### config.mk
export PLATFORM = sky130hd
export DESIGN_NAME = fsm_pattern
export DESIGN_NICKNAME = d
export VERILOG_FILES = /design/src/rtl/fsm_pattern.sv
export SDC_FILE = /design/constraint.sdc
export NUM_CORES = 1
export LEC_CHECK = 0
export ABC_AREA = 1
export CORE_UTILIZATION = 43
export DETAILED_ROUTE_END_ITERATION = 8
export GPL_ROUTABILITY_DRIVEN = 0
export HOLD_SLACK_MARGIN = 0.05
export PLACE_DENSITY = 0.82
export SLEW_MARGIN = 10
export SYNTH_ARGS = -nofsm -noshare
export SYNTH_HDL_FRONTEND = slang
export SYNTH_SLANG_ARGS = --single-unit
export TNS_END_PERCENT = 1
### constraint.sdc
create_clock -name clk -period 1.25 [get_ports clk]
set_input_delay 0.1875 -clock clk [delete_from_list [all_inputs] [get_ports clk]]
set_output_delay 0.1875 -clock clk [all_outputs]
set_load 0.02 [all_outputs]
### src/rtl/fsm_pattern.sv
// Moore detector for the serial pattern 1-0-1-0 (oldest bit first), with a
// saturating detection counter and a debug view of the state register.
module fsm_pattern #(
  parameter int OVERLAP = 1,
  parameter int CNT_W   = 8
) (
  input  logic             din,
  input  logic             reset,
  input  logic             clk,
  output logic             y,
  output logic [CNT_W-1:0] match_count,
  output logic [2:0]       state_o
);

  typedef enum logic [2:0] {
    S0 = 3'd0,
    S1 = 3'd1,
    S2 = 3'd2,
    S3 = 3'd3,
    S4 = 3'd4
  } state_t;

  state_t           state_reg;
  state_t           state_next;
  logic             y_reg;
  logic [CNT_W-1:0] count_reg;

  always_comb begin
    state_next = S0;
    case (state_reg)
      S0: state_next = din ? S1 : S0;
      S1: state_next = din ? S1 : S2;
      S2: state_next = din ? S3 : S0;
      S3: state_next = din ? S1 : S4;
      // Overlapping mode keeps the trailing "10" so a following "10" detects again.
      S4: begin
        if (OVERLAP != 0) state_next = din ? S3 : S0;
        else              state_next = din ? S1 : S0;
      end
      default: state_next = S0;
    endcase
  end

  // y is registered from the next state, so it always equals (state_reg == S4).
  always_ff @(posedge clk or negedge reset) begin
    if (!reset) begin
      state_reg <= S0;
      y_reg     <= 1'b0;
      count_reg <= '0;
    end else begin
      state_reg <= state_next;
      y_reg     <= (state_next == S4);
      if (state_next == S4 && count_reg != {CNT_W{1'b1}})
        count_reg <= count_reg + 1'b1;
    end
  end

  assign y           = y_reg;
  assign match_count = count_reg;
  assign state_o     = state_reg;

endmodule

==> impl_metrics.json, run 1 <==
{
  "combinationalPowerShare": 0.368,
  "setup_viol": 0,
  "grt_pass1_vias": 511,
  "clock_latency_ps": 280,
  "worst_clock_skew_ps": 5.62,
  "areaGrowthSynthToFinish_pct": 35.6,
  "cts_max_level": 1,
  "cp-start-kind": "register",
  "port_buffers": 14,
  "post_cts.repair.setup_buffers": 0,
  "std_cell_rows": 13,
  "final_cells": 121,
  "track_usage": 0.200,
  "p_leak_uw": 0.000486,
  "initial_utilization": 0.488,
  "core_um2": 1370,
  "required_ps": 1060,
  "drc_errors": 0,
  "slowest_delay_ps": 400,
  "synth_seq_cells": 12,
  "root_buffer": "clkbuf_4",
  "maxSlewHeadroom": 0.855,
  "rsz0062_at_grt": "true",
  "cp_max_fo": 5,
  "setup-tns-final_ps": 0,
  "dr_wl_met3_um": 55,
  "wl_met2_um": 722,
  "clkTransAtPathRegs_ps": 70,
  "syn_avg_cell_area_um2": 8.23,
  "grt_max_degree": 13,
  "cp_cell_sequence": "dlygate4sd2_1",
  "ant_nets": 0,
  "largest_reg_flops": 8,
  "die_h_um": 41.4,
  "die_area_um2": 1710,
  "rr_endpoint": "match_count[3]",
  "diodes": 0,
  "path_delay_family": "flip-flops",
  "rr_worst_depth": 8,
  "power_frac_seq": 0.431,
  "tightest_slew_ps": 219,
  "reg2reg_slack_ps": 40,
  "min_period_over_period": 0.967,
  "cts_buffer_depth": 2,
  "critPathBufInv": 1,
  "final_util": 0.662,
  "path_class": "reg -> out",
  "hold_viol_final": 0,
  "dpl.hpwl_um": 986,
  "powerDensity_nw_per_um2": 1380,
  "drv_cap": 0,
  "hp-class": "in -> async",
  "nNetsFinal": 111,
  "irDropWorstVdd_uv": 1140,
  "numCtsBuffers": 3,
  "cts_tree": "built",
  "mappedNetlistNets": 85,
  "place_inst": 117,
  "finalMaxSlewViolations": 0,
  "status": "complete, no violations",
  "cts_resized": 14,
  "highest_layer": "met4",
  "route.vias.total": 610,
  "synth-seq-area-share": 0.450,
  "worstPathArrival_ps": 1020,
  "min_period_ps": 1210,
  "syn_inst": 81,
  "cp-end-kind": "primary output",
  "io_pins": 15,
  "die_w_um": 41.4,
  "drt_iter0_markers": 18,
  "post_drt_wl_per_cell_um": 11.3,
  "drt_pass1_iterations": 4,
  "p_sw_uw": 473,
  "swShare": 0.380,
  "pwr-share-clk": 0.201,
  "reg2reg_from": "match_count[0]",
  "synth.distinct_cells": 19,
  "cts_hold_buffers": 0,
  "wl_met1_um": 558,
  "gr-total-overflow": 0,
  "ys.warnings.count": 0,
  "grt_pass1_wl_um": 2150,
  "wirelength_um": 1370,
  "crit_slowest_cell": "dfrtp_1",
  "cts_sinks": 12,
  "p_int_uw": 773,
  "drive_gt1_frac": 0.245,
  "synth_area_um2": 667,
  "antenna_found_initial": 0,
  "clock.fmax_mhz": 827,
  "via_per_inst": 5.04
}
metal layers:
metal	global-route usage	up-vias
li1	-	304
met2	0.359	16
met3	0.0479	5
met5	0	-
met4	0.121	0
met1	0.209	285
worst register-to-register path: cells and delay by family (launching register included):
family        cells  cell delay (ps)
simple gates      6              460
flops             1              420
fa+ha+maj         1              170
buf+inv           1               50
Yosys cell counts:
master,number,area share
a211oi_1,1,0.011
a21oi_1,1,0.0075
dfrtp_1,12,0.45
ha_1,1,0.019
inv_1,8,0.045
inv_6,1,0.013
nand2_1,30,0.17
nand2_2,2,0.019
nand2_4,1,0.017
nand2_8,1,0.030
nand3_1,5,0.038
nand4_1,2,0.019
nor2_1,8,0.045
nor2_4,2,0.034
nor2_8,1,0.030
o21ai_0,1,0.0075
o21ai_1,1,0.0075
xnor2_1,1,0.013
xor2_1,2,0.026
power groups by stage:
stage | Clock, uW | Sequential, uW | Combinational (uW)
finish | 251 | 537 | 458
global route | 270 | 551 | 516
CTS | 258 | 537 | 469
detailed placement | 0 | 544 | 501
global placement | 0 | 538 | 485
floorplan | 0 | 634 | 184
cell usage in the layout, fill, tap and decap left out, drive strengths merged:
cell type and count:
a211oi 1, a21oi 1, buf 7, clkbuf 7
clkdlybuf4s15 1, clkdlybuf4s50 2, dfrtp 12, dlygate4sd2 8
ha 1, inv 9, nand2 34, nand3 5
nand4 2, nor2 11, o21ai 2, xnor2 1
xor2 2
cell type report:
type	instances	area (um2)
Multi-Input combinational cell	60	350
Timing Repair Buffer	21	168
Tap cell	15	18.8
Inverter	9	38.8
Clock buffer	4	26.3
Sequential cell	12	303
Fill cell	131	462
metrics by stage:
stage	power [uW]	hold slack [ps]	worst slack (ps)	cell area, um2
4_1_cts	1260	213	5.37	907
5_1_grt	1340	231	-14.9	905
2_1_floorplan	818	-108	34.5	682
3_3_place_gp	1020	508	-78.8	893
3_5_place_dp	1050	509	-124	893
6_report	1250	209	41.2	905
logic make-up after synthesis:
group,Yosys count,share of synthesized area
AND/OR/NAND/NOR,52,0.400
AO/OA/AOI/OAI,4,0.0338
XOR/XNOR,3,0.0394
buffers and inverters,9,0.0582
flip-flops,12,0.450
adder cells (fa/ha/maj),1,0.0188
worst max path at each step:
stage | slack, ps | cells past startpoint | endpoint | startpoint
after CTS | 5 | 1 | match_count[3] | match_count[3]
after detailed placement | -120 | 8 | match_count[3] | din
after floorplan | 30 | 8 | match_count[4] | match_count[0]
final | 40 | 1 | match_count[6] | match_count[6]
after global placement | -80 | 7 | match_count[2] | din
after global routing | -10 | 8 | match_count[1] | match_count[0]
(Power assumes the default switching activity.)
==> run 2: changes to the inputs <==
Settings changed: REMOVE_ABC_BUFFERS set to 1.
==> impl_metrics.json, run 2 (synthesis results as in run 1) <==
{
  "diodes": 0,
  "drv_cap": 0,
  "p_int_uw": 806,
  "initial_utilization": 0.488,
  "die_area_um2": 1710,
  "p_leak_uw": 0.000502,
  "status": "complete, no violations",
  "drive_gt1_frac": 0.239,
  "areaGrowthSynthToFinish_pct": 37.9,
  "dpl.hpwl_um": 976,
  "grt_pass1_wl_um": 2070,
  "cts_tree": "built",
  "combinationalPowerShare": 0.416,
  "numCtsBuffers": 3,
  "drt_iter0_markers": 13,
  "path_class": "reg -> reg",
  "powerDensity_nw_per_um2": 1390,
  "worst_clock_skew_ps": 6.81,
  "holdWs_ps": 202,
  "core_um2": 1370,
  "min_period_ps": 1240,
  "pwr-share-clk": 0.189,
  "io_pins": 15,
  "hp-class": "in -> async",
  "grt_max_degree": 13,
  "cts_max_level": 1,
  "fillers": 124,
  "worstPathArrival_ps": 1410,
  "cp_max_fo": 8,
  "hold_viol_final": 0,
  "power_frac_seq": 0.395,
  "cp-start-kind": "register",
  "rsz0062_at_grt": "true",
  "post_drt_wl_per_cell_um": 10.8,
  "swShare": 0.369,
  "finalMaxSlewViolations": 0,
  "clock.fmax_mhz": 808,
  "std_cell_rows": 13,
  "root_buffer": "clkbuf_4",
  "min_period_over_period": 0.990,
  "nNetsFinal": 115,
  "irDropWorstVdd_uv": 1380,
  "die_w_um": 41.4,
  "gr-total-overflow": 0,
  "tightest_slew_ps": 217,
  "grt_pass1_vias": 518,
  "port_buffers": 14,
  "cts_buffer_depth": 2,
  "dr_wl_met3_um": 66,
  "ant_nets": 0,
  "route.vias.total": 613,
  "drt_pass1_iterations": 4,
  "required_ps": 1420,
  "clock_latency_ps": 280,
  "wirelength_um": 1350,
  "drc_errors": 0,
  "track_usage": 0.193,
  "wl_met2_um": 650,
  "finalPower_uw": 1280,
  "clkTransAtPathRegs_ps": 70,
  "maxSlewHeadroom": 0.855,
  "cts_sinks": 12,
  "setup_viol": 0,
  "final_common_cell": "nand2_1",
  "via_per_inst": 4.94,
  "wl_met1_um": 602,
  "antenna_found_initial": 0,
  "highest_layer": "met4",
  "p_sw_uw": 473,
  "cp-end-kind": "register",
  "largest_reg_flops": 8,
  "die_h_um": 41.4,
  "layout_common_cells": "nand2_1 (28), dfrtp_1 (12), dlygate4sd2_1 (11), buf_4 (11)"
}
## run 2: final cells by class
cell class	instances	area, um2	area share
well taps	15	18.8	0.0204
flip-flops and latches	12	300	0.327
clock buffers	3	22.5	0.0245
inverters	9	38.8	0.0422
multi-input cells	60	335	0.365
repair buffers	25	204	0.222
## run 2: metal layers
layer / GRT usage / up-vias
met5: 0 / -
met4: 0.0968 / 0
met3: 0.0532 / 3
met2: 0.328 / 16
met1: 0.219 / 285
li1: - / 309
## run 2: power by group through the flow
stage               Clock, uW  Combinational [uW]  Sequential (uW)
floorplan                   0                 171              613
global placement            0                 514              513
detailed placement          0                 524              516
CTS                       244                 484              509
global route              262                 580              516
finish                    242                 532              505
## run 2: what timing repair did
item                                    CTS  global route
setup buffers                             0             2
pin swaps                                 2             1
hold buffers                              0             0
hold endpoints to repair                  0             0
resized for setup                        13             4
endpoints found under the setup margin   17            10
## run 2: path summary, 6_finish.rpt
check	start	end	slack (ps)	cells past startpoint
max reg2reg	match_count[0]	match_count[0]	10	8
min reg2reg	state_o[2]	state_o[0]	540	1
min	reset	match_count[4]	200	2
max in group asynchronous	reset	match_count[1]	890	2
max	match_count[0]	match_count[0]	10	8
min in group clk	din	state_o[0]	510	3
## run 2: through the flow
step / instance area (um2) / util / cells / setup slack (ps) / TNS, ps
after detailed placement: 893 / 0.654 / 119 / -135 / -893
after CTS: 903 / 0.661 / 122 / -25.4 / -92.2
after global routing: 920 / 0.673 / 124 / -52.8 / -264
after global placement: 893 / 0.654 / 119 / -78.1 / -546
final: 920 / 0.673 / 124 / 12.7 / 0
after floorplan: 667 / - / 81 / -86.1 / -449
## run 2: worst max-delay path, cell delays in order (launching register included)
cell     delay, ps
dfrtp_1        400
ha_2           200
nand2_2         70
nor2_4         120
nand2_4         90
nand2_8        100
inv_6           50
nand2_1         50
nand2_1         50
==> run 3: changes to the inputs <==
Settings changed: REMOVE_ABC_BUFFERS 1 to unset.
==> results of run 3 <==
The final DEF is identical to that of run 1; final timing and power are the same.
